`src/rtl/sram_ctrl.sv`:
```
// sram_ctrl: turns one 32-bit MEM-stage load/store into two 16-bit accesses
// (low half, then high half) on an asynchronous SRAM, freezing the pipeline
// via ready=0 until the word transfer is complete.
//
// Optional build macro SRAM_CTRL_ADDR_CHECK_EN: out-of-range requests skip the
// SRAM, go straight to DONE and raise addr_error for that one cycle. Without
// it, addresses wrap modulo the SRAM size and addr_error is tied low.
//
// All SRAM strobes are registered from the next-state decode so the pins are
// glitch-free and change only on clock edges.
module sram_ctrl #(
  parameter int unsigned BASE_ADDR   = 1024,
  parameter int unsigned WAIT_CYCLES = 2,
  parameter int unsigned SRAM_AW     = 18
) (
  input  logic               clk,
  input  logic               rst,
  input  logic               read_en,
  input  logic               write_en,
  input  logic [31:0]        address,
  input  logic [31:0]        write_data,
  output logic [31:0]        read_data,
  output logic               ready,
  output logic               addr_error,
  output logic [SRAM_AW-1:0] sram_addr,
  input  logic [15:0]        sram_dq_in,
  output logic [15:0]        sram_dq_out,
  output logic               sram_dq_oe,
  output logic               sram_we_n,
  output logic               sram_oe_n,
  output logic               sram_ce_n,
  output logic               sram_ub_n,
  output logic               sram_lb_n
);

  localparam logic [1:0] StIdle = 2'd0;
  localparam logic [1:0] StLo   = 2'd1;
  localparam logic [1:0] StHi   = 2'd2;
  localparam logic [1:0] StDone = 2'd3;

  localparam logic [31:0] BaseAddr = BASE_ADDR;
  localparam logic [2:0]  CntLast  = 3'(WAIT_CYCLES - 1);
  localparam int unsigned WordW    = SRAM_AW - 1;

  logic [1:0]         state_q, state_d;
  logic [2:0]         cnt_q, cnt_d;
  logic               op_wr_q, op_wr_d;
  logic [WordW-1:0]   word_q, word_d;
  logic [31:0]        wdata_q, wdata_d;
  logic [31:0]        read_data_q, read_data_d;
  logic [SRAM_AW-1:0] sram_addr_q, sram_addr_d;
  logic [15:0]        dq_out_q, dq_out_d;
  logic               dq_oe_q, dq_oe_d;
  logic               we_n_q, we_n_d;
  logic               oe_n_q, oe_n_d;
  logic               ce_n_q, ce_n_d;
  logic               bl_n_q, bl_n_d;

  logic [31:0] off;
  logic        req;
  logic        last_wait;

  assign off       = address - BaseAddr;
  assign req       = read_en | write_en;
  assign last_wait = (cnt_q == CntLast);

  // Byte-lane bits and (in the wrapping build) the bits above the SRAM size
  // are intentionally dropped.
  logic unused_off;
  assign unused_off = ^{off[31:SRAM_AW+1], off[1:0]};

`ifdef SRAM_CTRL_ADDR_CHECK_EN
  logic range_err;
  logic addr_error_q, addr_error_d;
  assign range_err  = (address < BaseAddr) || (off[31:SRAM_AW+1] != '0);
  assign addr_error = addr_error_q;
`else
  assign addr_error = 1'b0;
`endif

  // Next-state: sequence IDLE -> LO -> HI -> DONE, latching the request on entry.
  always_comb begin
    state_d = state_q;
    cnt_d   = cnt_q;
    op_wr_d = op_wr_q;
    word_d  = word_q;
    wdata_d = wdata_q;
`ifdef SRAM_CTRL_ADDR_CHECK_EN
    addr_error_d = 1'b0;
`endif
    case (state_q)
      StIdle: begin
        cnt_d = 3'd0;
        if (req) begin
          op_wr_d = write_en;  // write wins when both are asserted
          word_d  = off[SRAM_AW:2];
          wdata_d = write_data;
          state_d = StLo;
`ifdef SRAM_CTRL_ADDR_CHECK_EN
          if (range_err) begin
            state_d      = StDone;
            addr_error_d = 1'b1;
          end
`endif
        end
      end
      StLo: begin
        if (last_wait) begin
          state_d = StHi;
          cnt_d   = 3'd0;
        end else begin
          cnt_d = cnt_q + 3'd1;
        end
      end
      StHi: begin
        if (last_wait) begin
          state_d = StDone;
          cnt_d   = 3'd0;
        end else begin
          cnt_d = cnt_q + 3'd1;
        end
      end
      StDone: begin
        state_d = StIdle;
        cnt_d   = 3'd0;
      end
      default: begin
        state_d = StIdle;
        cnt_d   = 3'd0;
      end
    endcase
  end

  // Bus drive for the upcoming cycle, decoded from the next state.
  always_comb begin
    sram_addr_d = sram_addr_q;
    dq_out_d    = 16'h0000;
    dq_oe_d     = 1'b0;
    we_n_d      = 1'b1;
    oe_n_d      = 1'b1;
    ce_n_d      = 1'b1;
    bl_n_d      = 1'b1;
    if ((state_d == StLo) || (state_d == StHi)) begin
      ce_n_d      = 1'b0;
      bl_n_d      = 1'b0;
      sram_addr_d = {word_d, (state_d == StHi)};
      if (op_wr_d) begin
        dq_oe_d  = 1'b1;
        dq_out_d = (state_d == StHi) ? wdata_d[31:16] : wdata_d[15:0];
        // Release we_n in the final wait cycle so data is held past the strobe.
        we_n_d   = (cnt_d == CntLast);
      end else begin
        oe_n_d = 1'b0;
      end
    end
  end

  // Read capture: sample the SRAM at the end of each half's final wait cycle.
  always_comb begin
    read_data_d = read_data_q;
    if (!op_wr_q && last_wait) begin
      if (state_q == StLo) begin
        read_data_d[15:0] = sram_dq_in;
      end else if (state_q == StHi) begin
        read_data_d[31:16] = sram_dq_in;
      end
    end
`ifdef SRAM_CTRL_ADDR_CHECK_EN
    if ((state_q == StIdle) && req && range_err && !write_en) begin
      read_data_d = 32'h0;
    end
`endif
  end

  // Pipeline freeze: combinational in IDLE so the request cycle itself stalls.
  always_comb begin
    ready = 1'b0;
    if (state_q == StIdle) begin
      ready = ~req;
    end else if (state_q == StDone) begin
      ready = 1'b1;
    end
  end

  // State and registered SRAM pins, synchronous active-low reset.
  always_ff @(posedge clk) begin
    if (!rst) begin
      state_q     <= StIdle;
      cnt_q       <= 3'd0;
      op_wr_q     <= 1'b0;
      word_q      <= '0;
      wdata_q     <= 32'h0;
      read_data_q <= 32'h0;
      sram_addr_q <= '0;
      dq_out_q    <= 16'h0000;
      dq_oe_q     <= 1'b0;
      we_n_q      <= 1'b1;
      oe_n_q      <= 1'b1;
      ce_n_q      <= 1'b1;
      bl_n_q      <= 1'b1;
    end else begin
      state_q     <= state_d;
      cnt_q       <= cnt_d;
      op_wr_q     <= op_wr_d;
      word_q      <= word_d;
      wdata_q     <= wdata_d;
      read_data_q <= read_data_d;
      sram_addr_q <= sram_addr_d;
      dq_out_q    <= dq_out_d;
      dq_oe_q     <= dq_oe_d;
      we_n_q      <= we_n_d;
      oe_n_q      <= oe_n_d;
      ce_n_q      <= ce_n_d;
      bl_n_q      <= bl_n_d;
    end
  end

`ifdef SRAM_CTRL_ADDR_CHECK_EN
  // Range-error flag, high only during the DONE cycle it caused.
  always_ff @(posedge clk) begin
    if (!rst) begin
      addr_error_q <= 1'b0;
    end else begin
      addr_error_q <= addr_error_d;
    end
  end
`endif

  assign read_data   = read_data_q;
  assign sram_addr   = sram_addr_q;
  assign sram_dq_out = dq_out_q;
  assign sram_dq_oe  = dq_oe_q;
  assign sram_we_n   = we_n_q;
  assign sram_oe_n   = oe_n_q;
  assign sram_ce_n   = ce_n_q;
  assign sram_ub_n   = bl_n_q;
  assign sram_lb_n   = bl_n_q;

endmodule

```
`config.mk`:
```
export PLATFORM = sky130hd
export DESIGN_NAME = sram_ctrl
export DESIGN_NICKNAME = d
export VERILOG_FILES = /design/src/rtl/sram_ctrl.sv
export SDC_FILE = /design/constraint.sdc
export NUM_CORES = 1
export LEC_CHECK = 0
export CAP_MARGIN = 15
export CORE_MARGIN = 2
export CORE_UTILIZATION = 41
export DETAILED_ROUTE_END_ITERATION = 16
export GPL_ROUTABILITY_DRIVEN = 0
export GPL_TIMING_DRIVEN = 0
export PLACE_DENSITY = 0.72
export SYNTH_ARGS = -nofsm -noshare
export SYNTH_HDL_FRONTEND = slang
export SYNTH_SLANG_ARGS = --single-unit
```
`constraint.sdc`:
```
create_clock -name clk -period 3.79 [get_ports clk]
set_input_delay 0.758 -clock clk [delete_from_list [all_inputs] [get_ports clk]]
set_output_delay 0.758 -clock clk [all_outputs]
set_load 0.02 [all_outputs]
```
# Yosys cells after proc, flatten, opt, wreduce, memory -nomap -nowiden
# Cells that the tools add are included.
[word_totals]
reg_bits = 125
inputBits = 84
[classes]
n_reduce_logical = 10
mux = 17
n_bitwise = 3
n_eq_ne = 7
addsub = 2
[op_table]
columns = ["operator", "count"]
rows = [
  ["$mux 32", 2],
  ["$mux 17", 2],
  ["$sub 19x11->19 const B", 1],
  ["$mux 16", 1],
  ["$pmux 2 s4", 1],
  ["$eq 2x2->1 const B", 3],
  ["$eq 3x1->1 const B", 2],
  ["$mux 1", 6],
  ["$mux 2", 3],
  ["$pmux 3 s2", 1],
  ["$reduce_and 3->1", 2],
  ["$eq 2x1->1 const B", 2],
  ["$reduce_and 2->1", 2],
  ["$reduce_or 2->1", 2],
  ["$add 3x1->3 const B", 1],
  ["$mux 3", 1],
  ["$logic_not 2->1", 1],
  ["$not 1->1", 2],
  ["$logic_and 1x1->1", 1],
  ["$logic_not 1->1", 1],
  ["$logic_or 1x1->1", 1],
  ["$or 1x1->1", 1],
]

# Longest topological paths before layout
[logic_depth]
depth_word = 6
mapped_depth = 12
mapped_depth_nobuf = 9

# Worst setup path before layout
# No wires, ideal clock.
[synth_timing]
path_kind = "reg2reg"
from = "register cnt_q[0]"
to = "register we_n_q, in the netlist sram_we_n"
period_less_slack_ns = 2.517
required_ns = 3.665
path_stages_with_launch = 12
setup_time_ns = 0.125
slack_ns = 1.273
t_arrival_ns = 2.393
path_buffers = 3
cell_sequence = "dfxtp_1 or3b_2 a211o_1 o21ai_0 ha_1 clkbuf_1 nor2b_1 buf_2 inv_1 nor2_2 buf_2 o41ai_1"
[synth_via]
elab_chain_len = 6
elab_cells_between_ends = 12
classes_between = "add/sub: 1; eq/ne: 4; mux: 5; reduce/logical: 2"
[synth_lines]
columns = ["item", "line_no", "source"]
rows = [
  ["start, declared", "46", "logic [2:0] cnt_q, cnt_d;"],
  ["start signal, assigned", "203", "cnt_q <= cnt_d;"],
  ["$eq 3x1->1", "65", "assign last_wait = (cnt_q == CntLast);"],
  ["$mux 2 (on tied branches)", "116, 108", ""],
  ["$pmux 2 s4", "91", "case (state_q)"],
  ["$eq 2x1->1 / $eq 2x2->1 (equally long branches)", "143", "if ((state_d == StLo) || (state_d == StHi)) begin"],
  ["$logic_or 1x1->1", "143", ""],
  ["$reduce_and 3->1 (no source line)", "-", ""],
  ["end signal, assigned", "211", "we_n_q <= we_n_d;"],
  ["end, declared", "54", "logic we_n_q, we_n_d;"],
]
# Several ways; a longest one is shown, not always the timed one.
# A chain may end at the register's enable or synchronous reset.

# Worst setup path in the final report
[layout_timing]
from = "input write_en"
to = "register we_n_q, in the netlist sram_we_n"
[layout_via]
elab_chain_len = 6
elab_cells_between_ends = 9
classes_between = "eq/ne: 2; mux: 4; bitwise: 1; reduce/logical: 2"
[layout_lines]
columns = ["item", "line_no", "source"]
rows = [
  ["start, declared", "19", "input logic write_en,"],
  ["$or 1x1->1", "64", "assign req = read_en | write_en;"],
  ["$mux 2", "94", "if (req) begin"],
  ["$pmux 2 s4", "91", ""],
  ["$eq 2x1->1 / $eq 2x2->1 (equally long branches)", "143", ""],
  ["$logic_or 1x1->1", "143", ""],
  ["$reduce_and 3->1 (no source line) *", "-", ""],
]
# Mark *: on every way between the ends. The rest lies on a longest branch, timed or not.

==> impl_metrics.toml <==
[run_status]
outcome = "finished, final reports clean"

[synthesis]
synth_compound_area_share_pct = 10.52
synthArstFlopShare_pct = 0
synth_cell_types = 43
yosysTopAreaCell = "dfxtp_1"
seq_area_frac_synth_pct = 50.48
synth_top_area_share_pct = 50.48
synth_area_leaders = "dfxtp_1, nand2_1, a21oi_1"
synth-adder-area-share_pct = 1.767
synth_seq_cells = 125
synth_xor_area_share_pct = 1.060
synth_enable_flop_cells = 0
netlist_area_um2 = 4957
synth_nets = 610
avgSynthCellArea_um2 = 9.552
yosys.area_share.simple_pct = 17.54
synth_top_family_by_area = "simple AND/OR/NAND/NOR gates"
synth_mux_area_share_pct = 13.83
ys.flop_type = "dfxtp_1"
synth_warnings = 0
synthCells = 519

[placement]
hpwl_um = 9368
io_buffers = 141
place_inst = 807
dp_slack_ps = 164.1

[power]
internal_power_mw = 2.906
netSwitchingFraction_pct = 26.17
p_sw_mw = 1.030
power_frac_clock_pct = 41.3
p_per_area_nw_per_um2 = 550.2
total_power_mw = 3.936
vdd_ir_drop_max_mv = 0.3004
comb_power_share_pct = 20.7
p_leak_nw = 2.896
seq_power_share_pct = 38.0

[timing]
worst_slew_pin_slew_ps = 652.8
finalSetupViolations = 0
worst_slack_ps = 621.9
layout_min_cycle_time_ps = 3168
fin_hold_ws_ps = 450.6
fin_skew_ps = 6.743
relSlewSlack_pct = 56.48
rsz0062_at_grt = "no"
fmax_mhz = 315.7
fin_crit_sh_pct = 83.59
final-max-slew-violation-count = 0
setup_tns_ps = 0
finalHoldViolCount = 0

[detailed_routing]
ant_nets = 0
drc = 0
firstDrtPassIters = 6
wl_um = 13060
vias = 4217
drtIter0Drc = 176
viasPerCell = 5.026
wl_per_cell_um = 15.57

[critical_path]
arrival_ps = 3440
critPathLaunchType = "input pin"
endpoint_kind = "register"
crit_fanout = 10
critical_path_class = "input pin to register"
path_cells = "clkdlybuf4s50_1 -> nor2_1 -> mux2i_1 -> o21ai_0 -> ha_1 -> clkbuf_1 -> nor2b_1 -> buf_2 -> inv_1 -> nor2_2 -> buf_2 -> o41ai_1"
crit_path_top_delay_cell = "clkdlybuf4s50_1"
required_ps = 4070
cp_common_cell = "buf_2"
cp_slowest_stage_delay_ps = 460

[finish]
num-fill-cells = 1017
fin_cells = 839
drive_gt1_share_pct = 9.104
nets = 770
area_delta_synth_final_pct = 44.30
diodes = 0
ff_latch_area_um2 = 2502
multi_input_area_um2 = 2221

[floorplanning]
rows = 40
core-area_um2 = 11910
io_pins = 158
fp.dieW_um = 114.0
initial_core_util_pct = 41.62
die-area_um2 = 12990
die_h_um = 114.0

[cts]
cts_hold_buf = 0
cts_buffers = 17
cts_tree = "done"
clk_latency_ps = 410
cts_sinks = 125
postCtsSetupBuffers = 0
cts_buffer_depth = 2
htreeDepth = 4
path_clk_slew_ps = 60
cts_resized = 0
cts_root_buffer = "clkbuf_16"

[global_route]
grt_pass1_wl_um = 20740
grt_pass1_vias = 4339
grt-ovfl-total = 0
grt_max_degree = 17
grt_antenna_before_repair = 0
grt_usage_pct = 20.66

[hold_path]
min_path_type = "register to register"

[flow_run]
maxCapViolCount = 0
## final timing paths
check	from	end	slack (ps)	depth (start not counted)
worst max-delay path	write_en	sram_we_n$_SDFF_PN1_	620	12
worst min-delay path	read_data[9]$_SDFFE_PN0P_	read_data[9]$_SDFFE_PN0P_	450	2
worst max register to register	cnt_q[0]$_SDFF_PN0_	sram_we_n$_SDFF_PN1_	660	11
worst min register to register	read_data[9]$_SDFFE_PN0P_	read_data[9]$_SDFFE_PN0P_	450	2
## cells by family after synthesis
logic type,after synthesis
buffers and inverters,44
DFF,125
and+or+nand+nor,200
AOI/OAI and AO/OA,90
adders and majority gates,7
xor gates and xnor gates,6
other,1
muxes,46
## power groups by stage
stage | sequential, mW | combinational [mW] | clock, mW
3_5_place_dp | 1.52 | 0.815 | 0
6_report | 1.50 | 0.816 | 1.62
4_1_cts | 1.50 | 0.821 | 1.64
5_1_grt | 1.51 | 0.887 | 1.71
3_3_place_gp | 1.52 | 0.791 | 0
2_1_floorplan | 1.59 | 0.416 | 0
## routing by layer
layer	GRT usage, %	vias to the layer above	routed length (µm)	part of all wire (%)
li1	-	2068	-	-
met1	23.43	1980	5506	42
met2	35.48	151	6365	49
met3	7.439	18	1001	7.7
met4	8.130	0	188	1.4
met5	0	-	0	0
## worst max-delay path: cells and delay by family
kind                       cells  cell delay [ps]
buffers and inverters          5             1260
and+or+nand+nor                3              570
AOI/OAI and AO/OA              2              440
muxes                          1              100
adders and majority gates      1              310
## synthesized netlist by cell type (4+ instances only)
library cell	n
a21oi_1	56
and2_1	22
and3_1	4
buf_2	8
buf_4	7
clkbuf_1	17
dfxtp_1	125
ha_1	7
inv_1	7
mux2i_1	28
mux4_1	6
mux4_2	10
nand2_1	115
nand2b_1	4
nor2_1	43
o21a_1	10
o21ai_0	11
xor2_1	4
## layout by cell type (no fill, tap or decap), types with 2 or more instances in the layout
cell type	count
and3_1	4
clkinv_2	2
nor3b_1	2
clkbuf_16	17
nor2_1	43
bufinv_16	2
a32o_1	2
mux4_2	10
buf_2	8
buf_4	7
o211a_1	2
buf_6	2
nand3b_1	2
clkbuf_8	6
o21a_1	10
nor3_1	2
nand2_1	115
mux2_2	2
nor2b_1	2
clkdlybuf4s50_1	141
clkbuf_1	21
o21ai_0	11
mux4_1	6
dfxtp_1	125
mux2i_1	28
a32oi_1	2
inv_1	7
xnor2_1	2
a21oi_1	56
xor2_1	4
ha_1	7
and2_1	22
nand2b_1	4
## registers in the layout, summed over array words and instances, names as in the netlist
register and cells:
sram_we_n 1, sram_lb_n 1, word_q 17, sram_dq_oe 1
wdata_q 32, sram_oe_n 1, read_data 32, sram_dq_out 16
state_q 2, cnt_q 3, sram_addr 18, op_wr_q 1
## stage by stage
stage	utilization [%]	instance area, µm²
2_1_floorplan	-	4957
3_3_place_gp	55.01	6553
3_5_place_dp	55.01	6553
4_1_cts	60.05	7153
5_1_grt	60.05	7153
6_report	60.05	7153
## cell type report
type / count / area share, %
multi-input cells: 350 / 31.05
clock inverters: 5 / 1.084
inverters: 7 / 0.3673
well taps: 147 / 2.571
flip-flops and latches: 125 / 34.98
repair buffers: 141 / 19.73
clock buffers: 27 / 7.312
plain buffers: 37 / 2.904
Power figures use the tool's default switching activity.
